===== src/rtl/dbi_rx_decoder.sv =====
// rtl/dbi_rx_decoder.sv - DBI receive decoder: restores inverted bytes, 2-entry skid buffer, DC/AC rule checker.
module dbi_rx_decoder #(
   parameter int CNT_W = 16
) (
   input  logic             clk,
   input  logic             rst,
   input  logic             mode,
   input  logic             in_valid,
   input  logic [7:0]       in_data,
   input  logic             in_dbi,
   output logic             in_ready,
   output logic             out_valid,
   output logic [7:0]       out_data,
   input  logic             out_ready,
   input  logic             cnt_clr,
   output logic             viol_sticky,
   output logic [CNT_W-1:0] viol_cnt,
   output logic [CNT_W-1:0] inv_cnt
);

   localparam logic [CNT_W-1:0] CNT_MAX = '1;

   logic [7:0]       mem_q [2];
   logic             rd_ptr_q, rd_ptr_d;
   logic             wr_ptr_q, wr_ptr_d;
   logic [1:0]       occ_q, occ_d;
   logic             in_ready_q, in_ready_d;
   logic [7:0]       prev_q, prev_d;
   logic             sticky_q, sticky_d;
   logic [CNT_W-1:0] viol_cnt_q, viol_cnt_d;
   logic [CNT_W-1:0] inv_cnt_q, inv_cnt_d;

   logic             accept;
   logic             pop;
   logic [7:0]       decoded;
   logic [3:0]       zeros;
   logic [3:0]       toggles;
   logic             violation;
   logic             inv_evt;

   function automatic logic [3:0] ones8(input logic [7:0] v);
      logic [3:0] n;
      n = 4'd0;
      for (int i = 0; i < 8; i++) begin
         n = n + {3'd0, v[i]};
      end
      return n;
   endfunction

   // Clear wins over saturation; an event in the clear cycle still counts once.
   function automatic logic [CNT_W-1:0] cnt_next(input logic [CNT_W-1:0] cur,
                                                 input logic clr, input logic evt);
      if (clr) begin
         return evt ? CNT_W'(1) : '0;
      end
      if (evt && (cur != CNT_MAX)) begin
         return cur + CNT_W'(1);
      end
      return cur;
   endfunction

   assign accept    = in_valid && in_ready_q;
   assign pop       = (occ_q != 2'd0) && out_ready;
   assign decoded   = in_dbi ? ~in_data : in_data;
   assign zeros     = 4'd8 - ones8(in_data);
   assign toggles   = ones8(in_data ^ prev_q);
   assign violation = accept && (mode ? (toggles > 4'd4) : (zeros > 4'd4));
   assign inv_evt   = accept && in_dbi;

   always_comb begin
      occ_d      = occ_q;
      rd_ptr_d   = rd_ptr_q;
      wr_ptr_d   = wr_ptr_q;
      prev_d     = prev_q;
      if (accept) begin
         wr_ptr_d = ~wr_ptr_q;
         prev_d   = in_data;
      end
      if (pop) begin
         rd_ptr_d = ~rd_ptr_q;
      end
      if (accept && !pop) begin
         occ_d = occ_q + 2'd1;
      end else if (pop && !accept) begin
         occ_d = occ_q - 2'd1;
      end
      in_ready_d = (occ_d < 2'd2);
      viol_cnt_d = cnt_next(viol_cnt_q, cnt_clr, violation);
      inv_cnt_d  = cnt_next(inv_cnt_q, cnt_clr, inv_evt);
      sticky_d   = cnt_clr ? violation : (sticky_q || violation);
   end

   always_ff @(posedge clk) begin
      if (rst) begin
         mem_q[0]   <= 8'h00;
         mem_q[1]   <= 8'h00;
         rd_ptr_q   <= 1'b0;
         wr_ptr_q   <= 1'b0;
         occ_q      <= 2'd0;
         in_ready_q <= 1'b1;
         prev_q     <= 8'hFF;
         sticky_q   <= 1'b0;
         viol_cnt_q <= '0;
         inv_cnt_q  <= '0;
      end else begin
         if (accept) begin
            mem_q[wr_ptr_q] <= decoded;
         end
         rd_ptr_q   <= rd_ptr_d;
         wr_ptr_q   <= wr_ptr_d;
         occ_q      <= occ_d;
         in_ready_q <= in_ready_d;
         prev_q     <= prev_d;
         sticky_q   <= sticky_d;
         viol_cnt_q <= viol_cnt_d;
         inv_cnt_q  <= inv_cnt_d;
      end
   end

   assign in_ready    = in_ready_q;
   assign out_valid   = (occ_q != 2'd0);
   assign out_data    = mem_q[rd_ptr_q];
   assign viol_sticky = sticky_q;
   assign viol_cnt    = viol_cnt_q;
   assign inv_cnt     = inv_cnt_q;

endmodule


===== config.mk =====
export PLATFORM = sky130hd
export DESIGN_NAME = dbi_rx_decoder
export DESIGN_NICKNAME = d
export VERILOG_FILES = /design/src/rtl/dbi_rx_decoder.sv
export SDC_FILE = /design/constraint.sdc
export NUM_CORES = 1
export LEC_CHECK = 0
export CAP_MARGIN = 20
export CORE_MARGIN = 1.5
export CORE_UTILIZATION = 26
export DETAILED_ROUTE_END_ITERATION = 10
export SLEW_MARGIN = 20
export SYNTH_ARGS = -nofsm -noshare
export SYNTH_HDL_FRONTEND = slang
export SYNTH_SLANG_ARGS = --single-unit

===== constraint.sdc =====
create_clock -name clk -period 4.95 [get_ports clk]
set_input_delay 1.485 -clock clk [delete_from_list [all_inputs] [get_ports clk]]
set_output_delay 1.485 -clock clk [all_outputs]
set_load 0.02 [all_outputs]

; ---- After elaboration in Yosys (flattened, before gate mapping)
; Memories as Yosys holds them, arrays and structs flattened. A register that Yosys moved wholly into a read port is not among the register bits.
; Cells that the tools add are included.
[word_totals]
ff_bits = 46
latch_bits = 0
ram_bits = 16
mem_bits_ro = 0
input_bits = 15
output_inout_bits = 43
word_cells = 82
n_memories = 1
[mem_list]
columns = name, words, word_bits, read_ports, rd_clocked_by_memory_dff, write_ports, line_no
row1 = mem_q, 2, 8, 1, 1, 2, 23  ; logic [7:0] mem_q [2];
[classes]
add_sub_neg = 19
mul = 0
div_mod_pow = 0
n_lt_le_gt_ge = 3
n_eq_ne = 2
n_shift = 0
muxes = 30
bitwise_logic = 4
reduce_logical = 15
[op_table]
columns = operator, count
row1 = 16-bit 2-to-1 mux, 8
row2 = 16-bit by 1-bit adder with 16-bit output (second input constant), 2
row3 = 4-bit by 1-bit adder with 4-bit output, 8
row4 = 16-bit inequality test (second input constant), 2
row5 = 1-bit 2-to-1 mux, 18
row6 = 8-bit 2-to-1 mux, 2
row7 = 3-bit by 1-bit adder with 4-bit output, 2
row8 = 4-bit by 3-bit greater-than comparator with 1-bit output (second input constant), 2
row9 = 1-bit logical AND, 8
row10 = 8-bit NOT, 1
row11 = 8-bit OR reduction, 1
row12 = 8-bit XOR, 1
row13 = 2-bit by 1-bit adder with 3-bit output, 2
row14 = 2-bit nonzero test, 3
row15 = 1-bit by 1-bit adder with 2-bit output, 2
row16 = 2-bit 2-to-1 mux, 2
row17 = 4-bit subtractor (first input constant), 1
row18 = 2-bit by 1-bit adder with 2-bit output (second input constant), 1
row19 = 1-bit zero test, 2
row20 = 2-bit < comparator (second input constant), 1
row21 = 1-bit NOT, 2
row22 = 2-bit by 1-bit subtractor with 2-bit output (second input constant), 1
row23 = 1-bit logical OR, 1

; ---- Logic depth before layout (Yosys ltp)
; Gate-level depths: netlist of the first run.
[depth]
word_depth = 16
ltp_mapped = 16
depth_no_buf = 14

; ---- Worst setup path after synthesis of the first run
; OpenSTA, ideal clock, no wires.
[synth_path]
path_type = input-to-reg
from = input port in_data[0]
to = register viol_cnt_q[5], in the netlist viol_cnt[5]
arrival_ns = 5.223
required_ns = 4.835
setup_slack_ns = -0.388
cell_stages = 16
path_buffers = 2
path_cell_list = xnor2_1 -> fa_1 -> inv_1 -> fa_1 -> inv_1 -> fa_1 -> inv_1 -> ha_1 -> fa_1 -> or2_2 -> a221oi_1 -> or2_1 -> clkbuf_1 -> buf_2 -> nor4_1 -> o21a_1
[synth_between]
elab_chain_cells = 15
word_cells_on_any_way = 27
[synth_lines]
columns = element, line_no
row1 = "start, declared", 9  ; input logic [7:0] in_data,
row2 = 1-bit by 1-bit adder with 2-bit output / 8-bit XOR (equally long branches), "45, 66"
row3 = 2-bit by 1-bit adder with 3-bit output / 1-bit by 1-bit adder with 2-bit output (equally long branches), 45  ; n = n + {3'd0, v[i]};
row4 = 3-bit by 1-bit adder with 4-bit output / 2-bit by 1-bit adder with 3-bit output (equally long branches), 45
row5 = 4-bit by 1-bit adder with 4-bit output / 3-bit by 1-bit adder with 4-bit output (equally long branches), 45
row6 = 4-bit by 1-bit adder with 4-bit output (3 in a row), 45
row7 = 4-bit subtractor / 4-bit by 1-bit adder with 4-bit output (equally long branches), "65, 45"
row8 = 4-bit by 3-bit greater-than comparator with 1-bit output, 67  ; assign violation = accept && (mode ? (toggles > 4'd4) : (zeros > 4'd4));
row9 = 1-bit 2-to-1 mux (*), 67
row10 = 1-bit logical AND (*), 67
row11 = 1-bit logical AND (*), 56  ; if (evt && (cur != CNT_MAX)) begin
row12 = 16-bit 2-to-1 mux / 1-bit 2-to-1 mux (equally long branches), 56
row13 = 16-bit 2-to-1 mux / 1-bit 2-to-1 mux (equally long branches), "59, 56"
row14 = 16-bit 2-to-1 mux / 2-bit nonzero test (equally long branches), -
row15 = "end signal, assigned", 115  ; viol_cnt_q <= viol_cnt_d;
row16 = "end, declared", 30  ; logic [CNT_W-1:0] viol_cnt_q, viol_cnt_d;
; Every way passes the cells marked *; elsewhere a longest branch is shown, timed or not. The select of a mux whose other input is x is not followed.
; A chain may end at the register's enable or synchronous reset.

; ---- Worst setup path after layout of the first run
[layout_path]
from = input port in_data[1]
to = register viol_cnt_q[13], in the netlist viol_cnt[13]
; The elaborated chain is that of the path after synthesis.

==> results of run 1 <==
worst paths after layout:
| check | start | to | slack, ns | cells after the start |
|---|---|---|---|---|
| worst max-delay path | in_data[1] | viol_cnt[13] | -0.04 | 15 |
| worst min-delay path | prev_q[2] | prev_q[2] | 0.48 | 1 |
| worst max register to register | prev_q[1] | viol_cnt[13] | 0.81 | 14 |
| worst min register to register | prev_q[2] | prev_q[2] | 0.48 | 1 |
worst reg2reg max path, stage by stage (launching register included):
cell and delay [ns]:
dfxtp_1 0.43, xnor2_4 0.10, fa_1 0.55, inv_1 0.05, fa_1 0.47, inv_1 0.05, fa_1 0.48, inv_1 0.05
ha_2 0.19, fa_2 0.52, or2_4 0.12, a221oi_4 0.06, or4_4 0.52, or3_4 0.38, a21oi_2 0.11
layer usage:
layer,GRT usage,share of wire,vias up
met3,0.0374,0.047,14
met5,0,0,-
met1,0.167,0.47,1370
met2,0.210,0.47,58
li1,-,-,1431
met4,0.0586,0.017,0
timing repair:
item | CTS | global route
resized for setup | 31 | 13
endpoints found under the setup margin | 17 | 14
pin swaps | 9 | 6
gates cloned | 1 | 0
buffers inserted | 3 | 1
hold buffers | 0 | 0
flip-flops by register name, summed over array words and instances (netlist names), named ones only:
signal       cells
in_ready         1
inv_cnt         16
mem_q           16
occ_q            2
prev_q           8
rd_ptr_q         1
viol_cnt        16
viol_sticky      1
wr_ptr_q         1
synthesized netlist by cell type, drive strengths merged, types with 3 or more instances:
cell    instances  area share
dfxtp          47        0.28
nor2           46       0.051
inv            24       0.027
xnor2          24       0.063
nand2          20       0.022
a21oi          16       0.024
edfxtp         16        0.14
clkbuf         15       0.017
nand3          15       0.022
o21ai          14       0.021
ha             12       0.045
nand4          10       0.019
nor3           10       0.015
or3             9       0.017
a211o           8       0.021
and3            8       0.015
fa              8       0.048
mux2            8       0.027
nor4            6       0.011
or4             6       0.013
xor2            6       0.016
o31ai           4      0.0090
and4            3      0.0078
buf             3      0.0045
mux2i           3      0.0090
nand2b          3      0.0056
or2             3      0.0056
per-stage QoR:
step           TNS (ns)  area (um^2)   util
4_1_cts          -0.247         4620  0.366
6_report        -0.0919         4670  0.370
2_1_floorplan    -0.888         3410      -
3_3_place_gp     -12.53         4250  0.337
3_5_place_dp     -13.38         4250  0.337
5_1_grt           -1.29         4670  0.370
power by group through the flow:
stage | Clock (uW) | Combinational [uW] | Sequential (uW)
CTS | 606 | 519 | 601
detailed placement | 0 | 467 | 611
global placement | 0 | 454 | 609
global route | 626 | 583 | 606
floorplan | 0 | 312 | 608
finish | 593 | 524 | 602
cells in the final DEF (no fill, tap or decap), drive strengths merged, types with 3 or more instances in the layout:
| cell type | count |
|---|---|
| a211o | 8 |
| a21oi | 16 |
| and3 | 8 |
| and4 | 3 |
| buf | 22 |
| clkbuf | 13 |
| clkdlybuf4s50 | 50 |
| dfxtp | 47 |
| dlygate4sd2 | 3 |
| edfxtp | 16 |
| fa | 8 |
| ha | 12 |
| inv | 24 |
| mux2 | 8 |
| mux2i | 3 |
| nand2 | 20 |
| nand2b | 3 |
| nand3 | 15 |
| nand4 | 10 |
| nor2 | 46 |
| nor3 | 10 |
| nor4 | 6 |
| o21ai | 14 |
| o31ai | 4 |
| or2 | 3 |
| or3 | 9 |
| or4 | 7 |
| xnor2 | 24 |
| xor2 | 6 |
layout make-up:
cell class | count | area [um^2]
multi-input cells | 260 | 1940
clock inverters | 3 | 17.5
flip-flops and latches | 63 | 1420
clock buffers | 13 | 260
well taps | 172 | 215
fillers | 1265 | 7950
repair buffers | 76 | 726
inverters | 24 | 90.1
cells by family (layout without fill, tap and decap cells):
logic type,count (synthesis),after routing,synth area share
AND/OR/NAND/NOR,143,144,0.214
flip-flops,63,63,0.424
AO/OA/AOI/OAI,55,55,0.107
buffers and inverters,42,116,0.0481
XOR/XNOR,30,30,0.0784
adder cells (fa/ha/maj),20,20,0.0925
multiplexers,11,11,0.0358
==> results.txt, run 1 <==
status - complete, but fails checks
failing checks - setup timing
Sw Ratio - 0.305
I/O pin total - 58
CORE AREA - 0.0126 mm^2
Post-Syn Area per Cell - 9.21 um^2
Final nets - 469
crit path time final - 4.99 ns
hold_ws - 0.482 ns
crit start category - input pin
# port buffers - 57
largest net degree at the start of global routing - 25
Max transition margin - 0.463
Worst VDD drop - 0.000160 V
Leak - 0.00170 uW
Remaining Overflow, GRT - 0
CP Cell Sequence - buf_8 > xnor2_4 > fa_1 > inv_1 > fa_1 > inv_1 > fa_1 > inv_1 > ha_2 > fa_2 > or2_4 > a221oi_4 > or4_4 > or3_4 > a21oi_2
Pwr per Cell Area - 368 mW/mm^2
DR WL/cell - 13.5 um
unrepaired setup endpoints after global routing - true
Routed Antenna Nets - 0
asr flop ratio synth - 0
HP Class - flip-flop to flip-flop
GRT Total Usage - 0.132
RePlAce Congestion - 0.801
maxcap violations - 0
Die Footprint - 0.0136 mm^2
clock skew - 0.00620 ns
initial antenna violation count - 0
delay-heaviest family, CP - adder cells
Synth Flop Type - dfxtp_1
synth unique cells - 42
Mapped Area - 0.00335 mm^2
post-DP HPWL - 5860 um
synthesized instance count - 364
actual slew at the worst max-slew pin - 0.804 ns
sequential share of power - 0.350
Max Buffers Root-to-Sink - 2
DRT Pass-1 Iters - 4
CTS root buf - clkbuf_16
Layout Cells excl Fill - 611
H-tree depth - 3
internal cell power - 1190 uW
Remaining DRCs - 0
layout cells sized above 1 - 0.155
Comb pwr share - 0.305
clock sink total - 63
Yosys reg bits - 63
WP buf/inv - 4
die width - 117 um
EDFF count, synth - 16
Clk Latency, worst-skew pair - 0.34 ns
vias per inst - 4.70
Slowest cell on crit path - fa_1
CTS Buf Count - 9
Syn. warnings - 0
die height - 117 um
Routed Wire Length - 8250 um
required time worst endpoint - 5.21 ns
fin crit share - 1.01
worst-path fanout max - 5
Setup WS post-layout - -0.0383 ns
clock-pin slew on the worst setup and hold paths - 0.05 ns
# rows - 41
Area growth syn-to-layout - 39.3%
Fmax - 200 MHz
Final Power - 1720 uW
Critical Path AT - 5.25 ns
final hold vios - 0
net switching power figure - 525 uW
post-synthesis sequential area ratio - 0.424
vias in the first global route - 2,945
Setup WS pre-CTS - -0.957 ns
fin. max-slew vios - 0
antenna fix cells - 0
Setup violations, final - 4
crit path capture type - flip-flop
max incr delay on CP - 0.55 ns
Setup CP Type - input pin to flip-flop
Clock power frac - 0.345
1st-iter DRT viols - 230
first-pass GRT wire length - 13,900 um
Syn Nets - 399
detailed-route via count - 2,873
CTS tree - yes
Placed Instances - 590
Initial Util - 0.266
Note: power is estimated with default switching activity, not from simulation.
==> run 2: changes to the inputs <==
--- a/config.mk
+++ b/config.mk
@@ -6,7 +6,6 @@
 export NUM_CORES = 1
 export LEC_CHECK = 0
 export CAP_MARGIN = 20
-export CORE_MARGIN = 1.5
 export CORE_UTILIZATION = 26
 export DETAILED_ROUTE_END_ITERATION = 10
 export SLEW_MARGIN = 20
==> run 2 against run 1 <==
The run still ends with setup timing left. Via count grew 1.5%. Power grew 2.4%. Sequential share of layout area shrank 0.14 points. Non-clock buffer count grew 1. Clock power grew 0.8%. Hold slack lost 0.00065 ns. Sequential power is essentially flat. Setup slack lost 0.0043 ns. Combinational power grew 6.9%. Sequential cell count is the same. Die area shrank 1.7%. Fmax is essentially flat. Largest cell class unchanged.
==> results.txt, run 2 (synthesis gave the netlist of run 1 again) <==
commonest non-fill, non-tap cell in the layout - clkdlybuf4s50_1 (unchanged)
largest net degree at the start of global routing - 25 (unchanged)
Area growth syn-to-layout - 40.0% (was 39.3%)
hold_buf cts - 0 (unchanged)
most frequent cells in the layout - clkdlybuf4s50_1, dfxtp_1, nor2_1 (unchanged)
critical path's most frequent cell - fa_1
DR WL/cell - 13.3 um (was 13.5 um)
Worst VDD drop - 0.000167 V (was 0.000160 V)
multi-input logic area - 0.00195 mm^2 (was 0.00194 mm^2)
required time worst endpoint - 5.17 ns (was 5.21 ns)
Max Buffers Root-to-Sink - 2 (unchanged)
Initial Util - 0.266 (unchanged)
die height - 116 um (was 117 um)
max incr delay on CP - 0.55 ns (about the same)
Routed Wire Length - 8160 um (was 8250 um)
DRT Pass-1 Iters - 4 (unchanged)
detailed-route via count - 2,915 (was 2,873)
clock-pin slew on the worst setup and hold paths - 0.06 ns (was 0.05 ns)
Critical Path AT - 5.21 ns (was 5.25 ns)
clock sink total - 63 (unchanged)
Setup violations, final - 8 (was 4)
Final Core Density - 0.372 (was 0.370)
delay-heaviest family, CP - adder cells (unchanged)
# rows - 41 (unchanged)
Remaining Overflow, GRT - 0 (unchanged)
CP Cell Sequence - buf_8 > xnor2_4 > fa_1 > inv_2 > fa_1 > inv_1 > fa_1 > inv_1 > ha_2 > fa_2 > or2_4 > a221oi_4 > or4_4 > o31a_1 > o21a_1 (was buf_8 > xnor2_4 > fa_1 > inv_1 > fa_1 > inv_1 > fa_1 > inv_1 > ha_2 > fa_2 > or2_4 > a221oi_4 > or4_4 > or3_4 > a21oi_2)
CTS tree - yes (unchanged)
WP buf/inv - 4 (unchanged)
Die Footprint - 0.0134 mm^2 (was 0.0136 mm^2)
die width - 116 um (was 117 um)
Setup CP Type - input pin to flip-flop (unchanged)
FF+latch area - 0.00142 mm^2 (unchanged)
crit start category - input pin (unchanged)
crit path time final - 4.99 ns (about the same)
H-tree depth - 3 (unchanged)
HP Class - flip-flop to flip-flop (unchanged)
clock skew - 0.00747 ns (was 0.00620 ns)
# port buffers - 57 (unchanged)
status - complete, but fails checks (unchanged)
layout cells sized above 1 - 0.161 (was 0.155)
Fillers - 1,292 (was 1,265)
Placed Instances - 589 (was 590)
CORE AREA - 0.0126 mm^2 (unchanged)
Final TNS setup - -0.179 ns (was -0.0919 ns)
Fmax - 200 MHz (about the same)
vias per inst - 4.76 (was 4.70)
1st-iter DRT viols - 147 (was 230)
CTS root buf - clkbuf_16 (unchanged)
antenna fix cells - 0 (unchanged)
Leak - 0.00170 uW (about the same)
actual slew at the worst max-slew pin - 0.783 ns (was 0.804 ns)
Final nets - 470 (was 469)
unrepaired setup endpoints after global routing - true (unchanged)
Setup WS post-layout - -0.0426 ns (was -0.0383 ns)
fin. max-slew vios - 0 (unchanged)
Routed Antenna Nets - 0 (unchanged)
worst-path fanout max - 5 (unchanged)
Pwr per Cell Area - 375 mW/mm^2 (was 368 mW/mm^2)
hold_ws - 0.481 ns (was 0.482 ns)
final hold vios - 0 (unchanged)
I/O pin total - 58 (unchanged)
Clk Latency, worst-skew pair - 0.33 ns (was 0.34 ns)
Remaining DRCs - 0 (unchanged)
Max transition margin - 0.477 (was 0.463)
initial antenna violation count - 0 (unchanged)
Slowest cell on crit path - fa_1 (unchanged)
GRT Total Usage - 0.128 (was 0.132)
first-pass GRT wire length - 13,400 um (was 13,900 um)
crit path capture type - flip-flop (unchanged)
vias in the first global route - 2,769 (was 2,945)
post-DP HPWL - 5860 um (about the same)
maxcap violations - 0 (unchanged)
Setup WS pre-CTS - -0.972 ns (was -0.957 ns)
failing checks - setup timing (unchanged)
fin crit share - 1.01 (about the same)
CTS Buf Count - 9 (unchanged)
RePlAce Congestion - 0.779 (was 0.801)
Layout Cells excl Fill - 612 (was 611)
-- run 2: cell types whose count changed in the layout (fill, tap and decap cells not counted), sizes merged --
cell / change
buf: +1
clkinv: +1
clkinvlp: -1
dlygate4sd2: +1
dlymetal6s2s: -1
-- run 2: timing repair --
| action | CTS | global route |
|---|---|---|
| endpoints found under the setup margin | 17 | 17 |
| gates resized for setup | 27 | 21 |
| pin swaps | 14 | 14 |
| buffers inserted | 3 | 3 |
| gates cloned | 1 | 0 |
-- run 2: path summary, 6_finish.rpt --
kind         cells past startpoint  slack, ns       start           end
max                             15      -0.04  in_data[0]  viol_cnt[15]
min                              1       0.48   prev_q[2]     prev_q[2]
max reg2reg                     14       0.85   prev_q[0]  viol_cnt[15]
min reg2reg                      1       0.48   prev_q[2]     prev_q[2]
-- run 2: report_power, final --
group	switching [uW]	total, uW	internal [uW]
registers	31.7	602	570
logic	280	560	281
clock network	217	598	380
-- run 2: area by class of cell --
cell class | count | area share
clock buffers | 13 | 0.0579
clock inverters | 3 | 0.00320
inverters | 24 | 0.0192
multi-input cells | 260 | 0.416
flip-flops and latches | 63 | 0.303
well taps | 172 | 0.0459
repair buffers | 77 | 0.155
-- run 2: per-layer routing --
metal | GRT usage | up-vias | wire length (um)
li1 | - | 1436 | -
met1 | 0.162 | 1418 | 3850
met2 | 0.216 | 49 | 3880
met3 | 0.0220 | 12 | 286
met4 | 0.0528 | 0 | 140
met5 | 0 | - | 0
-- run 2: per-stage QoR --
| stage | total power [uW] | cell area, um^2 |
|---|---|---|
| 5_1_grt | 1860 | 4690 |
| 3_5_place_dp | 1080 | 4230 |
| 6_report | 1760 | 4690 |
| 2_1_floorplan | 920 | 3410 |
| 4_1_cts | 1730 | 4570 |
| 3_3_place_gp | 1050 | 4230 |
